==> src/rtl/mp_addsub_seq.sv <==
// mp_addsub_seq: multi-precision add/subtract.
// One DATA_SIZE-bit slice handles one word per cycle, starting with the
// least significant word. The carry is kept in a register between words.
//
// Ports:
//   clk, rst        clock; synchronous active-high reset
//   in_valid        operation request (input)
//   in_ready        request accepted (output)
//   a_in, b_in      W-bit unsigned operands; word 0 is bits [DATA_SIZE-1:0]
//   operation       1 = a + b + cin, 0 = a - b (cin ignored)
//   cin             carry into word 0, used for addition only
//   out_valid       result available (output)
//   out_ready       result consumed (input)
//   result          W-bit sum/difference, wraps modulo 2^W
//   cout            carry out of the top word (subtract: 1 = no borrow)
//   zero            result == 0
//   ovf             signed two's-complement overflow
//   fsm_state       debug view of the FSM: 0 IDLE, 1 RUN, 2 DONE
//
// Handshake: a transfer happens on a rising edge where valid and ready are
// both high. in_ready is high only in IDLE and out_valid only in DONE.
// result and flags hold steady while out_valid is high and out_ready is low.
module mp_addsub_seq #(
  parameter int DATA_SIZE = 8,
  parameter int NUM_WORDS = 4
) (
  input  logic                           clk,
  input  logic                           rst,
  input  logic                           in_valid,
  output logic                           in_ready,
  input  logic [DATA_SIZE*NUM_WORDS-1:0] a_in,
  input  logic [DATA_SIZE*NUM_WORDS-1:0] b_in,
  input  logic                           operation,
  input  logic                           cin,
  output logic                           out_valid,
  input  logic                           out_ready,
  output logic [DATA_SIZE*NUM_WORDS-1:0] result,
  output logic                           cout,
  output logic                           zero,
  output logic                           ovf,
  output logic [1:0]                     fsm_state
);

  localparam int W     = DATA_SIZE * NUM_WORDS;
  localparam int IDX_W = (NUM_WORDS > 1) ? $clog2(NUM_WORDS) : 1;

  typedef enum logic [1:0] {
    IDLE = 2'd0,
    RUN  = 2'd1,
    DONE = 2'd2
  } state_t;

  state_t             state;
  logic [W-1:0]       a_q;
  logic [W-1:0]       b_q;
  logic               op_q;
  logic [IDX_W-1:0]   idx;
  logic               carry;

  logic [DATA_SIZE-1:0] a_w;
  logic [DATA_SIZE-1:0] b_w;
  logic [DATA_SIZE-1:0] b_eff;
  logic [DATA_SIZE:0]   sum;
  logic [W-1:0]         res_next;
  logic                 last_word;

  assign fsm_state = state;
  assign last_word = (idx == IDX_W'(NUM_WORDS - 1));

  // Word slice: pick word idx, add, and merge the slice result back into
  // a copy of the result register.
  always_comb begin
    a_w      = '0;
    b_w      = '0;
    res_next = result;
    for (int k = 0; k < NUM_WORDS; k++) begin
      if (idx == IDX_W'(k)) begin
        a_w = a_q[k*DATA_SIZE +: DATA_SIZE];
        b_w = b_q[k*DATA_SIZE +: DATA_SIZE];
      end
    end
    // Subtraction is a + ~b + 1; the +1 comes from the initial carry.
    b_eff = op_q ? b_w : ~b_w;
    sum   = {1'b0, a_w} + {1'b0, b_eff} + {{DATA_SIZE{1'b0}}, carry};
    for (int k = 0; k < NUM_WORDS; k++) begin
      if (idx == IDX_W'(k)) begin
        res_next[k*DATA_SIZE +: DATA_SIZE] = sum[DATA_SIZE-1:0];
      end
    end
  end

  always_ff @(posedge clk) begin
    if (rst) begin
      state     <= IDLE;
      in_ready  <= 1'b1;
      out_valid <= 1'b0;
      a_q       <= '0;
      b_q       <= '0;
      op_q      <= 1'b0;
      idx       <= '0;
      carry     <= 1'b0;
      result    <= '0;
      cout      <= 1'b0;
      zero      <= 1'b0;
      ovf       <= 1'b0;
    end else begin
      case (state)
        IDLE: begin
          if (in_valid) begin
            a_q      <= a_in;
            b_q      <= b_in;
            op_q     <= operation;
            idx      <= '0;
            carry    <= operation ? cin : 1'b1;
            state    <= RUN;
            in_ready <= 1'b0;
          end
        end
        RUN: begin
          result <= res_next;
          carry  <= sum[DATA_SIZE];
          if (last_word) begin
            // On the top word a_w holds sign(a) and b_eff holds sign(b').
            cout      <= sum[DATA_SIZE];
            zero      <= (res_next == '0);
            ovf       <= (a_w[DATA_SIZE-1] == b_eff[DATA_SIZE-1]) &&
                         (sum[DATA_SIZE-1] != a_w[DATA_SIZE-1]);
            state     <= DONE;
            out_valid <= 1'b1;
          end else begin
            idx <= idx + IDX_W'(1);
          end
        end
        DONE: begin
          if (out_ready) begin
            state     <= IDLE;
            out_valid <= 1'b0;
            in_ready  <= 1'b1;
          end
        end
        default: begin
          state     <= IDLE;
          in_ready  <= 1'b1;
          out_valid <= 1'b0;
        end
      endcase
    end
  end

endmodule
==> config.mk <==
export PLATFORM = sky130hd
export DESIGN_NAME = mp_addsub_seq
export DESIGN_NICKNAME = d
export VERILOG_FILES = /design/src/rtl/mp_addsub_seq.sv
export SDC_FILE = /design/constraint.sdc
export NUM_CORES = 1
export LEC_CHECK = 0
export CORE_ASPECT_RATIO = 0.5
export CORE_MARGIN = 2
export CORE_UTILIZATION = 38
export CTS_BUF_LIST = sky130_fd_sc_hd__clkbuf_16
export DETAILED_ROUTE_END_ITERATION = 7
export GPL_TIMING_DRIVEN = 0
export PLACE_DENSITY = 0.72
export SETUP_SLACK_MARGIN = 0.05
export SLEW_MARGIN = 25
export SYNTH_ARGS = -nofsm -noshare
export SYNTH_HDL_FRONTEND = slang
export SYNTH_SLANG_ARGS = --single-unit
==> constraint.sdc <==
create_clock -name clk -period 4.8 [get_ports clk]
set_input_delay 1.44 -clock clk [delete_from_list [all_inputs] [get_ports clk]]
set_output_delay 1.44 -clock clk [all_outputs]
set_load 0.005 [all_outputs]
==> results by group <==
Global routing
  – Total congestion overflow: 0
  – Antenna violations before repair: 0
  – Vias in the first global route: 4,800
  – First-pass GRT wire length: 24,420 microns
  – Pin count of the biggest net entering global routing: 18
  – Total track usage: 21.50%

Pwr
  – Clk pwr share: 32.6%
  – Tot Pwr: 2.260 mW
  – Switching part of the total: 30.32%
  – Combinational power share: 24.6%
  – Peak VDD IR: 0.0001740 V
  – Power per Cell Area: 340.2 nW/um^2
  – NetSw: 0.6853 mW
  – Pleak: 2.349 nW
  – Flop pwr share: 42.8%
  – Int Pwr: 1.575 mW

STA
  – Fin. Hold Viols: 0
  – Final Skew: 0.005716 ns
  – Crit path time final: 4.496 ns
  – RSZ-0062 raised after global routing: false
  – Slew Viols, Final: 0
  – Slew headroom: 21.02%
  – Final setup fails: 0
  – Final period util: 93.66%
  – Fmax: 222.4 MHz
  – Slew @ Worst Pin: 1.182 ns
  – TNS Setup: 0 ns

Clock network
  – Clk_lat worst skew: 0.35 ns
  – Num CTS Buffers: 9
  – CTS tree: built
  – Num Clock Sinks: 107
  – H-tree depth: 3
  – Hold_buf cts: 0
  – Root Buffer: clkbuf_16
  – Maximum buffer depth of the clock tree: 2
  – CTS clock-pin slew for the worst setup and hold paths: 0.07 ns

Synth
  – Top_reg_cell synth: dfxtp_1
  – Mapped Cells: 692
  – Mapped cell area: 5037 sq um
  – Area share of the largest cell type after synthesis: 42.52%
  – Largest area contributor in the netlist: dfxtp_1
  – Ranking of synthesized cells by area: dfxtp_1 43%, nand2_1 17%, a21oi_1 14%
  – Yosys warning count: 0
  – Syn nets: 775
  – Post-Syn Area per Cell: 7.279 sq um
  – EDFF count, synth: 0
  – #FFs+latches synth: 107
  – Post-synth cell types: 50
  – Sequential share of the synthesized area: 42.52%
  – Post-synth ARST share: 0%

Final layout
  – Commonest non-fill, non-tap cell in the layout: nand2_1
  – Layout Nets: 893
  – Diode count: 0
  – Layout cell share with drive strength beyond 1: 4.172%
  – Most frequent cells in the layout: 225 x nand2_1, 138 x a21oi_1, 107 x dfxtp_1, 107 x clkdlybuf4s50_1, 39 x nor2_1
  – Synth-to-Final Area Change: 31.89%

Worst setup path
  – CP cell instances: inv_1 -> ha_1 -> buf_4 -> clkbuf_1 -> clkbuf_2 -> a21oi_1 -> nor2_1 -> a21oi_1 -> o21ai_0 -> fa_1 -> fa_1 -> a211oi_2 -> nand2b_1 -> a221oi_4 -> o31a_2 -> or4_1 -> o31ai_2
  – Worst EP arrival: 4.77 ns
  – CP max stage cell: or4_1
  – R2R depth: 17
  – Crit path max fanout: 10
  – Worst Path Required: 5.07 ns
  – Startpoint types: register
  – Worst Setup End Kind: register
  – Max stage delay on crit path: 0.54 ns
  – Kind of critical path: reg2reg

Worst hold path
  – WHS Path Cells: 2
  – Hold Crit Class: reg2reg

Placement
  – Port bufs: 107
  – Hpwl dp: 11,630 microns
  – GP Congestion: 0.8600

Job
  – Max Cap Viol: 0

Floorplanning
  – Starting Density: 39.33%
  – Core Area: 12,810 sq um
  – IO Count: 109
  – Rows: 29
  – Die Span X: 166.8 microns
  – Die Y: 85.42 microns
  – Die area: 14,250 sq um

Outcome
  – Status: finished clean

Detailed routing
  – Pre-Repair DR Iteration Count: 6
  – Routed vias: 5,079
  – # DRC: 0
  – Final WL: 15,120 microns
  – WL/cell: 15.35 microns
  – Initial DRC count: 489
  – Post-route ant nets: 0
  – Via-to-Cell Ratio: 5.156
[power by group through the flow]
stage	registers, mW	clock network (mW)	logic [mW]
2_1_floorplan	0.981	0	0.325
6_report	0.968	0.737	0.556
5_1_grt	0.973	0.779	0.607
4_1_cts	0.967	0.744	0.533
3_5_place_dp	0.987	0	0.530
3_3_place_gp	0.986	0	0.524
[worst paths after layout]
path              startpoint      to  slack (ns)
setup / recovery      idx[1]    zero        0.30
hold / removal        a_q[7]  a_q[7]        0.45
setup reg to reg      idx[1]    zero        0.30
hold reg to reg       a_q[7]  a_q[7]        0.45
[worst max-delay path, delay by kind of cell (launching register included)]
kind            cells  cell delay [ns]
fa+ha+maj           3             1.23
compound gates      7             1.22
simple gates        3             0.78
buf+inv             4             0.77
flops               1             0.39
[cells in the mapped netlist (3+ instances only)]
cell / number
clkbuf_1: 39
nor3_1: 8
a21oi_1: 138
dfxtp_1: 107
xnor2_1: 10
o21ai_0: 19
inv_1: 11
nor2b_1: 3
nor2_1: 39
nand2b_1: 3
a211oi_1: 8
o21a_1: 4
nand3b_1: 11
o21ai_1: 4
buf_6: 3
or4_1: 3
nand2_1: 225
nor4_1: 5
ha_1: 11
and2_1: 3
[routing by layer]
metal,track usage (%),share of wire (%),vias up
met4,4.389,1.2,0
met3,4.757,6.3,13
met2,32.62,41,167
met1,31.43,51,2342
li1,-,-,2557
met5,0,0,-
[cell type report]
class | count | area (sq um)
fill | 1262 | 6165
clock buffer | 9 | 225.2
buffer | 47 | 211.5
timing repair buffer | 107 | 1071
sequential | 107 | 2142
inverter | 11 | 41.29
clock inverter | 7 | 70.07
multi-input combinational | 527 | 2670
tap | 170 | 212.7
[sequential cells by signal, summed over array words and instances, names as in the netlist]
signal and cells:
zero 1, ovf 1, b_q 32, a_q 32, in_ready 1, op_q 1
out_valid 1, result 32, cout 1, carry 1, idx 2, fsm_state 2
[metrics by stage]
| step | worst slack [ns] | cell area [sq um] | hold WS, ns | utilization [%] | std cells |
|---|---|---|---|---|---|
| global route | 0.07665 | 6644 | 0.4723 | 51.87 | 985 |
| finish | 0.3045 | 6644 | 0.4535 | 51.87 | 985 |
| global placement | 0.1462 | 6321 | 0.4438 | 49.35 | 969 |
| CTS | 0.05293 | 6616 | 0.4531 | 51.66 | 985 |
| detailed placement | 0.1242 | 6321 | 0.4438 | 49.35 | 969 |
| floorplan | 0.9196 | 5037 | 0.4318 | - | 692 |
[timing repair]
action / CTS / global route
setup buffers: 0 / 0
endpoints found under the hold margin: 0 / 0
resized for setup: 0 / 9
setup endpoints to repair: 0 / 7
[kinds of logic after synthesis]
logic type,Yosys count,synth area share [%]
flops,107,42.52
buf+inv,58,4.943
xor+xnor,11,1.913
fa+ha+maj,13,3.527
mux,1,0.1987
simple gates,311,25.83
compound gates,191,21.06
Power figures use the tool's default switching activity.
==> edit 1 (same flow settings) <==
Set the parameter `NUM_WORDS` to 8 (it was 4).
--- a/src/rtl/mp_addsub_seq.sv
+++ b/src/rtl/mp_addsub_seq.sv
@@ -24,3 +24,3 @@
   parameter int DATA_SIZE = 8,
-  parameter int NUM_WORDS = 4
+  parameter int NUM_WORDS = 8
 ) (
Interface: changed (resized a_in, b_in and result); port bits go from 109 to 205. The function was not compared with the original's and may differ.
==> edit 1 against the unedited design <==
  * Sequential cell count increased by 97
  * Total power rose by 84%
  * Setup slack got worse by 190 ps
  * Largest cell class unchanged
  * Final cell count is 85% higher
  * Routed wire length rose by 120%
  * Design area grew 88%
  * Clock power rose by 100%
  * Area after synthesis rose by 83%
  * Clock skew grew 10 ps
  * Largest power group unchanged
  * Utilization up 0.25 points
==> edit 1: results (changes against the unedited design) <==
WL met1=14700 µm (+90%); port bufs=203 (+90%); slew margin rel.=35.1% (+14 points); Critical-path top delay cell=fa_2; Placed Cells=1783 (+84%); fin nets=1640 (+84%); FILL cells=2312 (+83%); 1st-iter DRT viols=899 (+84%); Sw Share=29.4% (-0.88 points); top layer in use=met4; Mean Syn Cell Area=7.30 µm² (+0.30%); Largest regs=a_q x64, b_q x64, result x64; placer's final routability congestion estimate=0.937 (+9.0%); xor/xnor share of the synthesized area=1.42% (-0.49 points); synth unique cells=51 (+2.0%); H-tree depth=1 (-2); part of the power in registers=43.8% (+1.0 points); wire length of the first global-routing pass=50600 µm (+110%); Via-to-Cell Ratio=5.36 (+4.0%); mux cell area share after synthesis=1.19% (+0.99 points); Comb pwr share=20.1% (-4.5 points); DR WL met3=2390 µm (+150%); hpwl dp=25200 µm (+120%); vias in the first global route=9434 (+97%); detailed-router iteration count before antenna repair=7 (+1); Peak VDD IR=173 µV (-0.30%); Seq/Total Area, Yosys=44.2% (+1.7 points); top cells by area, synth=dfxtp_1 44%, nand2_1 15%, a21oi_1 13%; Post-Layout Cell Count=1818 (+85%); share of cells above drive strength 1=4.79% (+0.62 points); most instantiated cells after synthesis=376 x nand2_1, 236 x a21oi_1, 204 x dfxtp_1, 92 x nor2_1, 86 x clkbuf_1; static leakage=4.42 nW (+88%); status=complete, no violations; Compound-Gate Fraction of Synth Area=22.1% (+1.1 points); Worst-Skew Late Latency=500 ps (+150 ps); dpl ws=-1580 ps (-1710 ps); Met2 Routed Length=15000 µm (+140%); cts bufs inserted=19 (+10); Crit path largest cell delay=630 ps (+90 ps); Final Skew=15.8 ps (+10.1 ps); GR Util All Layers=25.0% (+3.5 points); Routed WL=32900 µm (+120%); largest net degree at the start of global routing=17 (-1); placed cell areas=11700 µm² (+85%); Post-CTS Setup Bufs=3 (+3); P_clk=1.51 mW (+100%)
==> edit 1: per-layer routing <==
layer | track usage [%] | vias to the layer above
met1 | 33.7 | 4589
met4 | 7.20 | 0
met3 | 4.26 | 55
li1 | - | 4737
met5 | 0 | -
met2 | 41.6 | 367
==> edit 1: worst paths after layout <==
path / cells after the start / end / startpoint / slack [ps]
worst max-delay path: 18 / zero / idx[1] / 120
worst min-delay path: 2 / b_q[55] / b_q[55] / 450
worst max register to register: 18 / zero / idx[1] / 120
worst min register to register: 2 / b_q[55] / b_q[55] / 450
==> edit 1: cell type report <==
| class | instances | area share [%] |
|---|---|---|
| Multi-Input combinational cell | 954 | 38.9 |
| Sequential cell | 204 | 32.8 |
| Timing Repair Buffer | 208 | 16.6 |
| Clock buffer | 19 | 3.81 |
| Buffer | 93 | 3.37 |
| Tap cell | 315 | 3.16 |
| Clock inverter | 14 | 0.973 |
| Inverter | 11 | 0.361 |
==> edit 2 (config.mk and constraints unchanged) <==
Without the edit above. Reset style: asynchronous (`rst`), changed in one clocked block. Comments in the files are not updated.
--- a/src/rtl/mp_addsub_seq.sv
+++ b/src/rtl/mp_addsub_seq.sv
@@ -91,3 +91,3 @@
 
-  always_ff @(posedge clk) begin
+  always_ff @(posedge clk or posedge rst) begin
     if (rst) begin
Formal check against the unedited RTL: differs if rst is asserted again (counterexample within 4 cycles, from zero or initial values and one cycle with rst high); with rst held inactive, the same outputs for 10 cycles.
==> edit 2 against the unedited design <==
  * Count of clock-buffer cells in the layout unchanged
  * Routed wire length down 11%
  * Critical path depth up 1
  * Final cell count down 19%
  * Highest routed layer unchanged
  * Sequential cell count unchanged
  * Area after synthesis up 3.3%
  * Setup slack better by 53 ps
  * Clock skew down 1.5 ps
  * Non-clock buffer count down 13
  * Critical endpoint is now zero
  * Design area up 3.4%
Power is left out: the tool's default activity adds up to more than one toggle a clock period on the data nets, which glitch-free logic cannot reach.
==> edit 2: results (changes against the unedited design) <==
Async SR Flop Fraction=100% (+100 points); vias in the first global route=4102 (-15%); Routed WL per cell=16.9 µm (+10%); Via-to-Cell Ratio=5.14 (-0.32%); Least-Margin Pin Slew=756 ps (-426 ps); Largest regs=a_q x32, b_q x32, result x32; dpl ws=-59.3 ps (-183 ps); CTS Buffer Depth=2 (unchanged); wire length of the first global-routing pass=21500 µm (-12%); Final Skew=4.18 ps (-1.53 ps); hold depth=2 (unchanged); root buf cell=clkbuf_16; 1st-iter DRT viols=351 (-28%); synth unique cells=45 (-10%); top cells by area, synth=dfrtp_1 51%, mux2_2 15%, o21ai_0 4.6%; share of cells above drive strength 1=17.3% (+13 points); Seq/Total Area, Yosys=51.5% (+9.0 points); GR Util All Layers=18.9% (-2.6 points); Reg2Reg Depth=18 (+1); Pins Over Slew Limit=0 (unchanged); Critical-path top delay cell=fa_1; Worst-Skew Late Latency=340 ps; H-tree depth=3 (unchanged); row cnt=30 (+3.4%); syn_nets=575 (-26%); Synth Area in Adders=3.42% (-0.11 points); Clock transition at path regs=70 ps (about the same); largest net degree at the start of global routing=71 (+53); Largest delay share family, worst path=adder cells; port bufs=108 (+0.93%); xor/xnor share of the synthesized area=2.69% (+0.78 points); Routed WL=13500 µm (-11%); placer's final routability congestion estimate=0.880 (+2.3%); Mean Syn Cell Area=10.6 µm² (+45%); cts bufs inserted=9 (unchanged); Placed Cells=777 (-20%); status=complete, no violations; n_diodes=0 (unchanged); mux cell area share after synthesis=15.1% (+15 points); Compound-Gate Fraction of Synth Area=13.1% (-8.0 points); fin nets=697 (-22%); most instantiated cells after synthesis=106 x dfrtp_1, 69 x mux2_2, 60 x nand2_1, 48 x o21ai_0, 43 x a21oi_1; Crit path largest cell delay=470 ps (-70 ps); hpwl dp=10200 µm (-12%); detailed-router iteration count before antenna repair=4 (-2)
-- edit 2: cell type report --
| cell class | count | area, µm² |
|---|---|---|
| sequential | 107 | 2680 |
| fill | 1228 | 6600 |
| tap | 176 | 220 |
| timing repair buffer | 112 | 1130 |
| inverter | 10 | 46.3 |
| clock inverter | 6 | 58.8 |
| multi-input combinational | 345 | 2390 |
| buffer | 29 | 120 |
| clock buffer | 9 | 225 |
-- edit 2: worst register-to-register path, delay by kind of cell (launching register included) --
kind            cells  cell delay (ps)
compound gates      6              880
xor+xnor            1              310
fa+ha+maj           3             1240
buf+inv             3              490
flops               1              400
simple gates        5             1060
-- edit 2: cells by family after synthesis --
kind of cell | after synthesis
and+or+nand+nor | 126
AOI/OAI and AO/OA | 120
DFF | 107
muxes | 70
buffers and inverters | 40
xor gates and xnor gates | 16
adders and majority gates | 13
-- edit 2: stage by stage --
step                util, %  hold WS (ps)  cell area, µm²
CTS                    50.7           464            6830
finish                 51.0           463            6870
global placement       48.3           452            6500
detailed placement     48.5           454            6540
global route           51.0           487            6870
floorplan                 -           451            5200
-- edit 2: worst paths after layout --
path                          start    endpoint  slack [ps]
setup / recovery             idx[1]        zero         360
hold / removal             in_ready    in_ready         460
setup reg to reg             idx[1]        zero         360
hold reg to reg            in_ready    in_ready         460
max in group asynchronous       rst    in_ready        2670
min in group asynchronous       rst  result[30]        1460
-- edit 2: routing by layer --
| layer | GRT usage [%] | vias up | share of wire (%) |
|---|---|---|---|
| met5 | 0 | - | 0 |
| met2 | 31.4 | 86 | 47 |
| met4 | 3.42 | 0 | 0.36 |
| met3 | 3.38 | 4 | 4.1 |
| met1 | 26.4 | 2024 | 49 |
| li1 | - | 1967 | - |
-- edit 2: repair_timing --
action,4_1_cts,5_1_grt
endpoints found under the setup margin,1,8
hold buffers,0,0
resized for setup,1,11
pin swaps,0,0
buffers inserted,0,3
